`src/rtl/mem_stage.sv`:
```
// Memory-access pipeline stage: passes ALU/HI/LO results through and runs a load/store
// request/ack bus transaction. Optional MEM_ALIGN_CHECK_EN aborts misaligned accesses.
module mem_stage #(
  parameter int BUS_TIMEOUT = 255,
  parameter int REGS_ADDR_W = 5
) (
  input  logic                   clock,
  input  logic                   reset,
  input  logic                   ex_write_enable,
  input  logic [REGS_ADDR_W-1:0] ex_write_addr,
  input  logic [31:0]            ex_write_data,
  input  logic                   ex_write_hilo_enable,
  input  logic [31:0]            ex_write_hi_data,
  input  logic [31:0]            ex_write_lo_data,
  input  logic [3:0]             ex_mem_op,
  input  logic [31:0]            ex_mem_addr,
  input  logic [31:0]            ex_mem_store_data,
  output logic                   mem_write_enable,
  output logic [REGS_ADDR_W-1:0] mem_write_addr,
  output logic [31:0]            mem_write_data,
  output logic                   mem_write_hilo_enable,
  output logic [31:0]            mem_write_hi_data,
  output logic [31:0]            mem_write_lo_data,
  output logic                   stall_request,
  output logic                   bus_request,
  output logic                   bus_write,
  output logic [31:0]            bus_addr,
  output logic [3:0]             bus_byte_sel,
  output logic [31:0]            bus_wdata,
  input  logic [31:0]            bus_rdata,
  input  logic                   bus_ack,
  output logic                   bus_error
);
  localparam logic [3:0] OP_LB = 4'd1, OP_LBU = 4'd2, OP_LH = 4'd3, OP_LHU = 4'd4,
                         OP_LW = 4'd5, OP_SB  = 4'd6, OP_SH = 4'd7, OP_SW  = 4'd8;
  localparam logic [7:0] TO_LAST = 8'(BUS_TIMEOUT - 1);

  typedef enum logic [1:0] {S_IDLE, S_WAIT, S_DONE} state_t;

  state_t      state_q, state_d;
  logic [31:0] rdata_q, rdata_d;
  logic [7:0]  cnt_q, cnt_d;
  logic        abort_q, abort_d;

  logic        is_load, is_store, is_mem, is_half, is_word, misalign;
  logic [1:0]  lane_lo;
  logic [3:0]  sel;
  logic [31:0] wdata, shifted, ld_data;

  always_comb begin
    is_load  = ex_mem_op inside {OP_LB, OP_LBU, OP_LH, OP_LHU, OP_LW};
    is_store = ex_mem_op inside {OP_SB, OP_SH, OP_SW};
    is_mem   = is_load | is_store;
    is_half  = ex_mem_op inside {OP_LH, OP_LHU, OP_SH};
    is_word  = ex_mem_op inside {OP_LW, OP_SW};
`ifdef MEM_ALIGN_CHECK_EN
    misalign = (is_half & ex_mem_addr[0]) | (is_word & (|ex_mem_addr[1:0]));
`else
    misalign = 1'b0;
`endif
  end

  // Lane decode; halfword/word accesses ignore the low address bits they cannot use.
  always_comb begin
    lane_lo = 2'd0;
    sel     = 4'b1111;
    wdata   = ex_mem_store_data;
    if (is_half) begin
      lane_lo = {ex_mem_addr[1], 1'b0};
      sel     = ex_mem_addr[1] ? 4'b1100 : 4'b0011;
      wdata   = {2{ex_mem_store_data[15:0]}};
    end else if (!is_word) begin
      lane_lo = ex_mem_addr[1:0];
      sel     = 4'b0001 << ex_mem_addr[1:0];
      wdata   = {4{ex_mem_store_data[7:0]}};
    end
  end

  always_comb begin
    shifted = rdata_q >> {lane_lo, 3'b000};
    case (ex_mem_op)
      OP_LB:   ld_data = {{24{shifted[7]}}, shifted[7:0]};
      OP_LBU:  ld_data = {24'd0, shifted[7:0]};
      OP_LH:   ld_data = {{16{shifted[15]}}, shifted[15:0]};
      OP_LHU:  ld_data = {16'd0, shifted[15:0]};
      default: ld_data = shifted;
    endcase
  end

  always_ff @(posedge clock) begin
    if (!reset) begin
      state_q <= S_IDLE;
      rdata_q <= 32'd0;
      cnt_q   <= 8'd0;
      abort_q <= 1'b0;
    end else begin
      state_q <= state_d;
      rdata_q <= rdata_d;
      cnt_q   <= cnt_d;
      abort_q <= abort_d;
    end
  end

  always_comb begin
    state_d               = state_q;
    rdata_d               = rdata_q;
    cnt_d                 = cnt_q;
    abort_d               = abort_q;
    mem_write_enable      = ex_write_enable;
    mem_write_addr        = ex_write_addr;
    mem_write_data        = ex_write_data;
    mem_write_hilo_enable = ex_write_hilo_enable;
    mem_write_hi_data     = ex_write_hi_data;
    mem_write_lo_data     = ex_write_lo_data;
    stall_request         = 1'b0;
    bus_request           = 1'b0;
    bus_write             = 1'b0;
    bus_addr              = 32'd0;
    bus_byte_sel          = 4'd0;
    bus_wdata             = 32'd0;
    bus_error             = 1'b0;
    case (state_q)
      S_IDLE: begin
        if (is_mem) begin
          stall_request         = 1'b1;
          mem_write_enable      = 1'b0;
          mem_write_hilo_enable = 1'b0;
          cnt_d                 = 8'd0;
          abort_d               = misalign;
          state_d               = misalign ? S_DONE : S_WAIT;
        end
      end
      S_WAIT: begin
        stall_request         = 1'b1;
        mem_write_enable      = 1'b0;
        mem_write_hilo_enable = 1'b0;
        bus_request           = 1'b1;
        bus_write             = is_store;
        bus_addr              = {ex_mem_addr[31:2], 2'b00};
        bus_byte_sel          = sel;
        bus_wdata             = wdata;
        cnt_d                 = cnt_q + 8'd1;
        if (bus_ack) begin
          rdata_d = bus_rdata;
          cnt_d   = 8'd0;
          state_d = S_DONE;
        end else if (cnt_q == TO_LAST) begin
          abort_d = 1'b1;
          cnt_d   = 8'd0;
          state_d = S_DONE;
        end
      end
      S_DONE: begin
        state_d = S_IDLE;
        cnt_d   = 8'd0;
        if (abort_q) begin
          mem_write_enable = 1'b0;
          bus_error        = 1'b1;
        end else if (is_load) begin
          mem_write_data = ld_data;
        end
      end
      default: state_d = S_IDLE;
    endcase
    // Outputs hold their reset values for as long as reset is asserted.
    if (!reset) begin
      mem_write_enable      = 1'b0;
      mem_write_addr        = '0;
      mem_write_data        = 32'd0;
      mem_write_hilo_enable = 1'b0;
      mem_write_hi_data     = 32'd0;
      mem_write_lo_data     = 32'd0;
      stall_request         = 1'b0;
      bus_request           = 1'b0;
      bus_write             = 1'b0;
      bus_addr              = 32'd0;
      bus_byte_sel          = 4'd0;
      bus_wdata             = 32'd0;
      bus_error             = 1'b0;
    end
  end
endmodule

```
`config.mk`:
```
export PLATFORM = sky130hd
export DESIGN_NAME = mem_stage
export DESIGN_NICKNAME = d
export VERILOG_FILES = /design/src/rtl/mem_stage.sv
export SDC_FILE = /design/constraint.sdc
export NUM_CORES = 1
export LEC_CHECK = 0
export BUFFER_PORTS_ARGS = -buffer_cell sky130_fd_sc_hd__buf_2
export CAP_MARGIN = 20
export CELL_PAD_IN_SITES_DETAIL_PLACEMENT = 0
export CELL_PAD_IN_SITES_GLOBAL_PLACEMENT = 1
export CORE_AREA = 2 2 150 152
export CTS_BUF_LIST = sky130_fd_sc_hd__clkbuf_8 sky130_fd_sc_hd__clkbuf_16
export CTS_CLUSTER_SIZE = 28
export DETAILED_ROUTE_END_ITERATION = 10
export DIE_AREA = 0 0 152 154
export PLACE_DENSITY_LB_ADDON = 0.1
export SLEW_MARGIN = 20
export SYNTH_ARGS = -nofsm -noshare
export SYNTH_HDL_FRONTEND = slang
export SYNTH_SLANG_ARGS = --single-unit
export TNS_END_PERCENT = 50
```
`constraint.sdc`:
```
create_clock -name clock -period 4 [get_ports clock]
set_input_delay 0 -clock clock [delete_from_list [all_inputs] [get_ports clock]]
set_output_delay 0 -clock clock [all_outputs]
set_load 0.005 [all_outputs]
```
# Word level (Yosys, flattened, before mapping)
# Index checks and enable logic that the tools add are counted.
# classes
shifts,2
addsub,1
eq_ne,15
n_reduce_logical,11
n_mux,50
bitwise,1
# op_table
op,n
32-bit two-way mux,12
32-bit case mux with 4 select lines,1
32-bit by 5-bit right shift with 32-bit output,1
8-bit two-way mux,3
8-bit case mux with 3 select lines,1
4-bit two-way mux,5
1-bit two-way mux,17
"4-bit by 3-bit == test with 1-bit output, second input constant",4
2-bit two-way mux,5
3-bit nonzero test,3
"8-bit by 1-bit adder with 8-bit output, second input constant",1
"4-bit by 2-bit == test with 1-bit output, second input constant",2
"8-bit == test, second input constant",1
"2-bit inequality test, second input constant",3
1-bit case mux with 2 select lines,3
2-bit AND reduction,3
5-bit two-way mux,1
5-bit nonzero test,1
"4-bit by 1-bit == test with 1-bit output, second input constant",1
"4-bit == test, second input constant",1
2-bit case mux with 2 select lines,1
4-bit AND reduction,1
2-bit nonzero test,2
"1-bit by 2-bit << shifter with 4-bit output, first input constant",1
6 further kinds,6
# totals
ff_bits,43

# Depth between registers and ports, before layout
# Gate-level depths: netlist of the first run.
# logic_depth
depth_word,10
mapped_depth,9

# Least setup slack after synthesis of the first run
# Ideal clock, no wire load.
# synth_path
kind,register -> output
from,register abort_q
to,output port mem_write_data[24]
slack_ps,2349
path_stages_with_launch,7
n_path_buf,1
arrival_time_ps,1651
cell_sequence,dfxtp_1 a211o_1 nor4b_1 clkbuf_1 and2_1 o21ai_1 o21ai_0
# synth_between
elab_chain_len,3
# synth_lines
item,line,source
start: declaration,43,"logic abort_q, abort_d;"
start signal: assignment,100,abort_q <= abort_d;
32-bit two-way mux,156,if (abort_q) begin
32-bit two-way mux,122,case (state_q)
32-bit two-way mux,166,if (!reset) begin
end: declaration,20,"output logic [31:0] mem_write_data,"
# Every way passes these cells.

# Worst setup path after layout of the first run
# layout_path
from,register state_q[0]
to,output port bus_byte_sel[1]
# layout_between
elab_chain_len,3
# layout_lines
item,line,source
start: declaration,40,"state_t state_q, state_d;"
start signal: assignment,97,state_q <= state_d;
2-bit by 1-bit == test with 1-bit output,122,
4-bit two-way mux,122,
4-bit two-way mux,166,
end: declaration,28,"output logic [3:0] bus_byte_sel,"
# Every way passes these cells.

==> flow_summary.ini, run 1 <==
[clock_network]
cts_setup_buffers = 0
clock-sinks = 43
cts_buffers = 5
cts_tree = done
cts_htree_levels = 2
clk_path_buf_depth = 2
clock-root-buffer = clkbuf_16
clk_pin_slew_worst_paths_ps = 60
clock_latency_ps = 290

[detailed_routing]
dr.pass1.iters = 4
dr.first_iter.drc_count = 205
ant_nets = 0
wl_per_cell_um = 16.8
route.vias.total = 5555
drc = 0
wirelength_um = 21300
via_per_inst = 4.38

[synth]
syn_area_um2 = 4150
synth-simple-area-share = 0.421
synth-adder-area-share = 0.00603
synth_compound_area_frac = 0.247
ys_warn_count = 0
synth_cell_types = 60
synth_edf_count = 0
synth_top_family_by_area = simple AND/OR/NAND/NOR gates
ys.flop_type = dfxtp_1
syn_area_per_cell_um2 = 6.69
synth_xor_area_frac = 0.0148
ys_seq_area_frac = 0.208
synthArstFlopShare = 0
synth_seq_cells = 43
netlist_instances = 620
synth_mux_area_frac = 0.0268

[setup_path]
arrival_ps = 2540
crit_type = register to output pin
critPathLaunchType = register
crit_required_ps = 4000
cp_max_fo = 42
cp-end-kind = output pin

[layout]
finalNetCount = 1193
fill_cells = 2460
regArea_um2 = 861
design_area_um2 = 6690
syn_to_final_growth_pct = 61.2
multi_input_area_um2 = 2990
drive_gt1_frac = 0.423

[die]
num_rows = 54
ios = 381
dieWidth_um = 152
fp.dieH_um = 154
die-area_um2 = 23400
initial_core_util = 0.191
coreArea_um2 = 21700

[grt]
antenna_found_initial = 2
overflow = 0
grt_max_degree = 113
grt_pass1_wl_um = 32300
grt_use_total = 0.170
grt_pass1_vias = 5549

[timing]
fmax_mhz = 394
fin_tns_setup_ps = 0
rsz0062_at_grt = no
slew-limit-headroom = 0.365
worst_slew_pin_slew_ps = 951
fin_skew_ps = 10.1
layout_min_cycle_time_ps = 2540
finalSetupViolations = 0
slew_violations = 0
finalCritPeriodShare = 0.635
hold_viol = 0

[power_and_ir_drop]
p_per_area_nw_per_um2 = 230
ir_drop_mv = 0.148
leakage_uw = 0.00344

[outcome]
status = finished clean

[placement]
io_buffers = 378
gp_congestion = 0.782
dp_hpwl_um = 16700
placedInstanceArea_um2 = 6160

[hold_path]
hp-class = input port to register

[job]
cap_violations = 0
==> flip-flops by register name (all words and copies together), names as in the netlist <==
name and count:
rdata_q 32, cnt_q 8, state_q 2, abort_q 1
==> area by class of cell <==
cell class / count / area share
Tap cell: 280 / 0.0524
Clock buffer: 5 / 0.0187
Multi-Input combinational cell: 514 / 0.448
Clock inverter: 3 / 0.0107
Timing Repair Buffer: 417 / 0.339
Antenna cell: 2 / 0.000748
Sequential cell: 43 / 0.129
Inverter: 4 / 0.00225
==> cell usage after synthesis (all sizes together), types with 3 or more instances <==
| library cell | instances | area share |
|---|---|---|
| a211oi | 3 | 0.0054 |
| a21boi | 35 | 0.064 |
| a21oi | 29 | 0.036 |
| a22o | 8 | 0.017 |
| a22oi | 8 | 0.014 |
| a311oi | 7 | 0.015 |
| a32o | 7 | 0.017 |
| and2 | 73 | 0.11 |
| and3 | 42 | 0.063 |
| buf | 16 | 0.030 |
| clkbuf | 44 | 0.042 |
| dfxtp | 43 | 0.21 |
| inv | 4 | 0.0036 |
| mux2i | 10 | 0.024 |
| nand2 | 151 | 0.14 |
| nand2b | 4 | 0.0060 |
| nand3 | 12 | 0.016 |
| nor2 | 44 | 0.040 |
| nor3 | 5 | 0.0060 |
| nor3b | 3 | 0.0054 |
| o21ai | 14 | 0.017 |
| o221a | 9 | 0.024 |
| o22ai | 8 | 0.012 |
| xnor2 | 7 | 0.015 |
==> cell families after synthesis <==
kind of cell	Yosys count
multiplexers	11
adder cells (fa/ha/maj)	2
flip-flops	43
buffers and inverters	64
XOR/XNOR	7
AND/OR/NAND/NOR	353
AO/OA/AOI/OAI	139
other	1
==> through the flow <==
stage                     setup slack, ps  power, uW  hold WS [ps]  utilization  cells
after floorplan                      2350        729          86.4            -    621
after global placement               1660        980           260        0.284   1226
after detailed placement             1630        979           259        0.284   1226
after CTS                            1440       1560           257        0.308   1266
after global routing                 1190       1630           283        0.308   1268
final                                1460       1540           264        0.308   1268
==> report_power, final <==
part           leakage, uW  switching (uW)  total [uW]  internal [uW]
sequential        0.000349            18.9         464            445
combinational      0.00300             271         523            253
clock            0.0000959             191         554            363
total              0.00344             481        1540           1060
==> metal layers <==
layer	vias up	routed length [um]	track usage
met4	0	425	0.0392
met2	146	10500	0.297
li1	2863	-	-
met1	2518	9520	0.219
met5	-	0	0
met3	28	809	0.0273
==> placed cells by master (no fill, tap or decap), types with 3 or more instances in the layout <==
cell           count
a22o_1             8
o22ai_1            8
and2_1            73
nor3b_1            3
nand3_1           11
a22oi_1            8
dfxtp_1           43
nand2b_1           4
xnor2_1            7
nand2_1          151
buf_4              8
dlygate4sd3_1     32
buf_2            377
nor2_1            44
a32o_1             7
inv_1              4
and3_1            42
a21boi_0          34
a21oi_1           28
o21ai_0           13
a311oi_1           7
a211oi_1           3
mux2i_1           10
clkbuf_16          5
nor3_1             4
o221a_2            8
==> worst max-delay path, cell delays in order, from the launching register on <==
cell and delay [ps]:
dfxtp_1 490, nor2b_2 190, buf_4 350, nand2_1 640, nor3_1 390, buf_2 170
==> worst paths after layout <==
kind	from	to	slack [ps]	cells past startpoint
min reg2reg	rdata_q[1]	rdata_q[1]	470	2
min	bus_ack	state_q[0]	260	4
max reg2reg	state_q[0]	state_q[1]	1760	5
max	state_q[0]	bus_byte_sel[1]	1460	5
==> what timing repair did <==
item / 4_1_cts / 5_1_grt
gates resized for setup: 0 / 0
hold buffers: 32 / 0
hold endpoints to repair: 32 / 0
Power figures use the tool's default switching activity.
==> run 2: changes to the inputs <==
--- a/config.mk
+++ b/config.mk
@@ -9,11 +9,11 @@
 export CAP_MARGIN = 20
 export CELL_PAD_IN_SITES_DETAIL_PLACEMENT = 0
 export CELL_PAD_IN_SITES_GLOBAL_PLACEMENT = 1
-export CORE_AREA = 2 2 150 152
+export CORE_ASPECT_RATIO = 0.7
+export CORE_UTILIZATION = 21
 export CTS_BUF_LIST = sky130_fd_sc_hd__clkbuf_8 sky130_fd_sc_hd__clkbuf_16
 export CTS_CLUSTER_SIZE = 28
 export DETAILED_ROUTE_END_ITERATION = 10
-export DIE_AREA = 0 0 152 154
 export PLACE_DENSITY_LB_ADDON = 0.1
 export SLEW_MARGIN = 20
 export SYNTH_ARGS = -nofsm -noshare
==> constraint.sdc (replaced) <==
create_clock -name clock -period 2.3 [get_ports clock]
set_input_delay 0 -clock clock [delete_from_list [all_inputs] [get_ports clock]]
set_output_delay 0 -clock clock [all_outputs]
set_load 0.005 [all_outputs]
==> run 2 against run 1 <==
Net effect:
- register-to-register slack got worse by 1300 ps
- clock power rose by 38%
- core utilization rose by 4.7 points
- worst hold slack got worse by 240 ps
- sequential share of layout area fell by 0.21 points
- first-iteration DRC count rose by 63%
- non-clock buffer count rose by 19
- global-route usage rose by 2.5 points
==> flow_summary.ini, run 2 (synthesized netlist as in run 1, its figures left out) <==
[power_and_ir_drop]
p_sw_uw = 840
switching_share = 0.334
p_per_area_nw_per_um2 = 370
ir_drop_mv = 0.233
p_comb_frac = 0.376
fin_total_pwr_uw = 2520
internal_power_uw = 1680
p_seq_frac = 0.321
leakage_uw = 0.00353
clock_power_share = 0.303

[layout]
finalNetCount = 1212
mostFrequentLayoutCell = buf_2
top_regs = rdata_q: 32 flops, cnt_q: 8 flops, state_q: 2 flops
design_area_um2 = 6800
largest_register = rdata_q
diodes = 0
mostFrequentLayoutCells = buf_2, nand2_1, and2_1, nor2_1, dfxtp_1
drive_gt1_frac = 0.438
largest_reg_flops = 32
syn_to_final_growth_pct = 63.9
finalNonFillerCells = 1269

[placement]
gp_congestion = 0.807
dp_hpwl_um = 16200
io_buffers = 378
dp_cells = 1228
placedInstanceArea_um2 = 6300

[detailed_routing]
routed-wl-met3_um = 786
dr.first_iter.drc_count = 334
met2_length_um = 9390
via_per_inst = 4.42
wirelength_um = 20500
m1WireLength_um = 10300
ant_nets = 0
wl_per_cell_um = 16.2
top_layer_used = met4
drc = 0
dr.pass1.iters = 4
route.vias.total = 5605

[setup_path]
crit_type = register to output pin
cp_max_fo = 8
cp-end-kind = output pin
worst_r2r_startpoint = state_q[0]
cp_cell_sequence = mux2_2 > nand2_1 > mux2i_1 > nand2b_2 > o221a_2 > buf_2
arrival_ps = 2130
crit_family = multiplexers
slowest_stage = dfxtp_1
setup.worst_path.start = rdata_q[31]
path_buf_inv = 1
max_stage_delay_ps = 500
crit_required_ps = 2300
critPathLaunchType = register

[grt]
grt_pass1_wl_um = 30800
overflow = 0
antenna_found_initial = 0
grt_max_degree = 70
grt_use_total = 0.195
grt_pass1_vias = 5155

[clock_network]
clock-sinks = 43
clock_latency_ps = 290
cts_buffers = 5
clk_pin_slew_worst_paths_ps = 70
clock-root-buffer = clkbuf_16
cts_htree_levels = 2
clk_path_buf_depth = 2
cts_tree = done

[die]
die-area_um2 = 20300
coreArea_um2 = 19100
dieWidth_um = 170
num_rows = 42
initial_core_util = 0.217
ios = 381
fp.dieH_um = 120

[hold_path]
worstHoldStart = bus_rdata[15]
hp-class = input port to register

[timing]
hold-worst-slack_ps = 22.2
worst_slew_pin_slew_ps = 873
fin_skew_ps = 14.7
slew_violations = 0
finalCritPeriodShare = 0.927
finalSetupViolations = 0
rsz0062_at_grt = no
slew-limit-headroom = 0.418
layout_min_cycle_time_ps = 2130
fmax_mhz = 469
hold_viol = 0
fin_tns_setup_ps = 0

[outcome]
status = finished clean

[job]
cap_violations = 0
==> run 2: what timing repair did <==
| item | 4_1_cts | 5_1_grt |
|---|---|---|
| hold buffers | 29 | 0 |
| resized for setup | 3 | 2 |
| gates cloned | 1 | 0 |
| hold endpoints to repair | 29 | 0 |
| pin swaps | 1 | 0 |
| setup buffers | 1 | 2 |
| endpoints found under the setup margin | 15 | 20 |
==> run 2: cell type report <==
class / count / area (um2)
Sequential cell: 43 / 861
Multi-Input combinational cell: 514 / 3010
Fill cell: 2201 / 12300
Inverter: 4 / 15.0
Timing Repair Buffer: 436 / 2430
Tap cell: 264 / 330
Clock inverter: 2 / 13.8
Clock buffer: 6 / 139
==> run 2: per-stage QoR <==
step,setup slack (ps),utilization
6_report,167,0.355
5_1_grt,8.38,0.355
4_1_cts,35.3,0.354
3_5_place_dp,223,0.329
3_3_place_gp,248,0.329
2_1_floorplan,649,-
==> run 2: routing by layer <==
metal  vias up  GRT usage
li1       2898          -
met1      2597      0.295
met2       108      0.304
met3         2     0.0218
met4         0     0.0175
met5         -          0
==> run 2: path summary, 6_finish.rpt <==
check                        to  slack (ps)  depth (start not counted)
max          mem_write_data[12]         170                          6
max reg2reg             abort_q         450                          4
min reg2reg          rdata_q[2]         470                          2
min                 rdata_q[15]          20                          3
==> run 2: power groups by stage <==
stage	clock [uW]	sequential, uW	combinational, uW
3_3_place_gp	0	824	911
6_report	762	808	947
5_1_grt	819	813	1050
4_1_cts	783	808	953
3_5_place_dp	0	825	906
2_1_floorplan	0	810	458
==> run 2: worst reg2reg max path: cells and delay by family (launching register included) <==
| kind | cells | cell delay (ps) |
|---|---|---|
| AOI/OAI and AO/OA | 1 | 160 |
| DFF | 1 | 520 |
| and+or+nand+nor | 3 | 1120 |
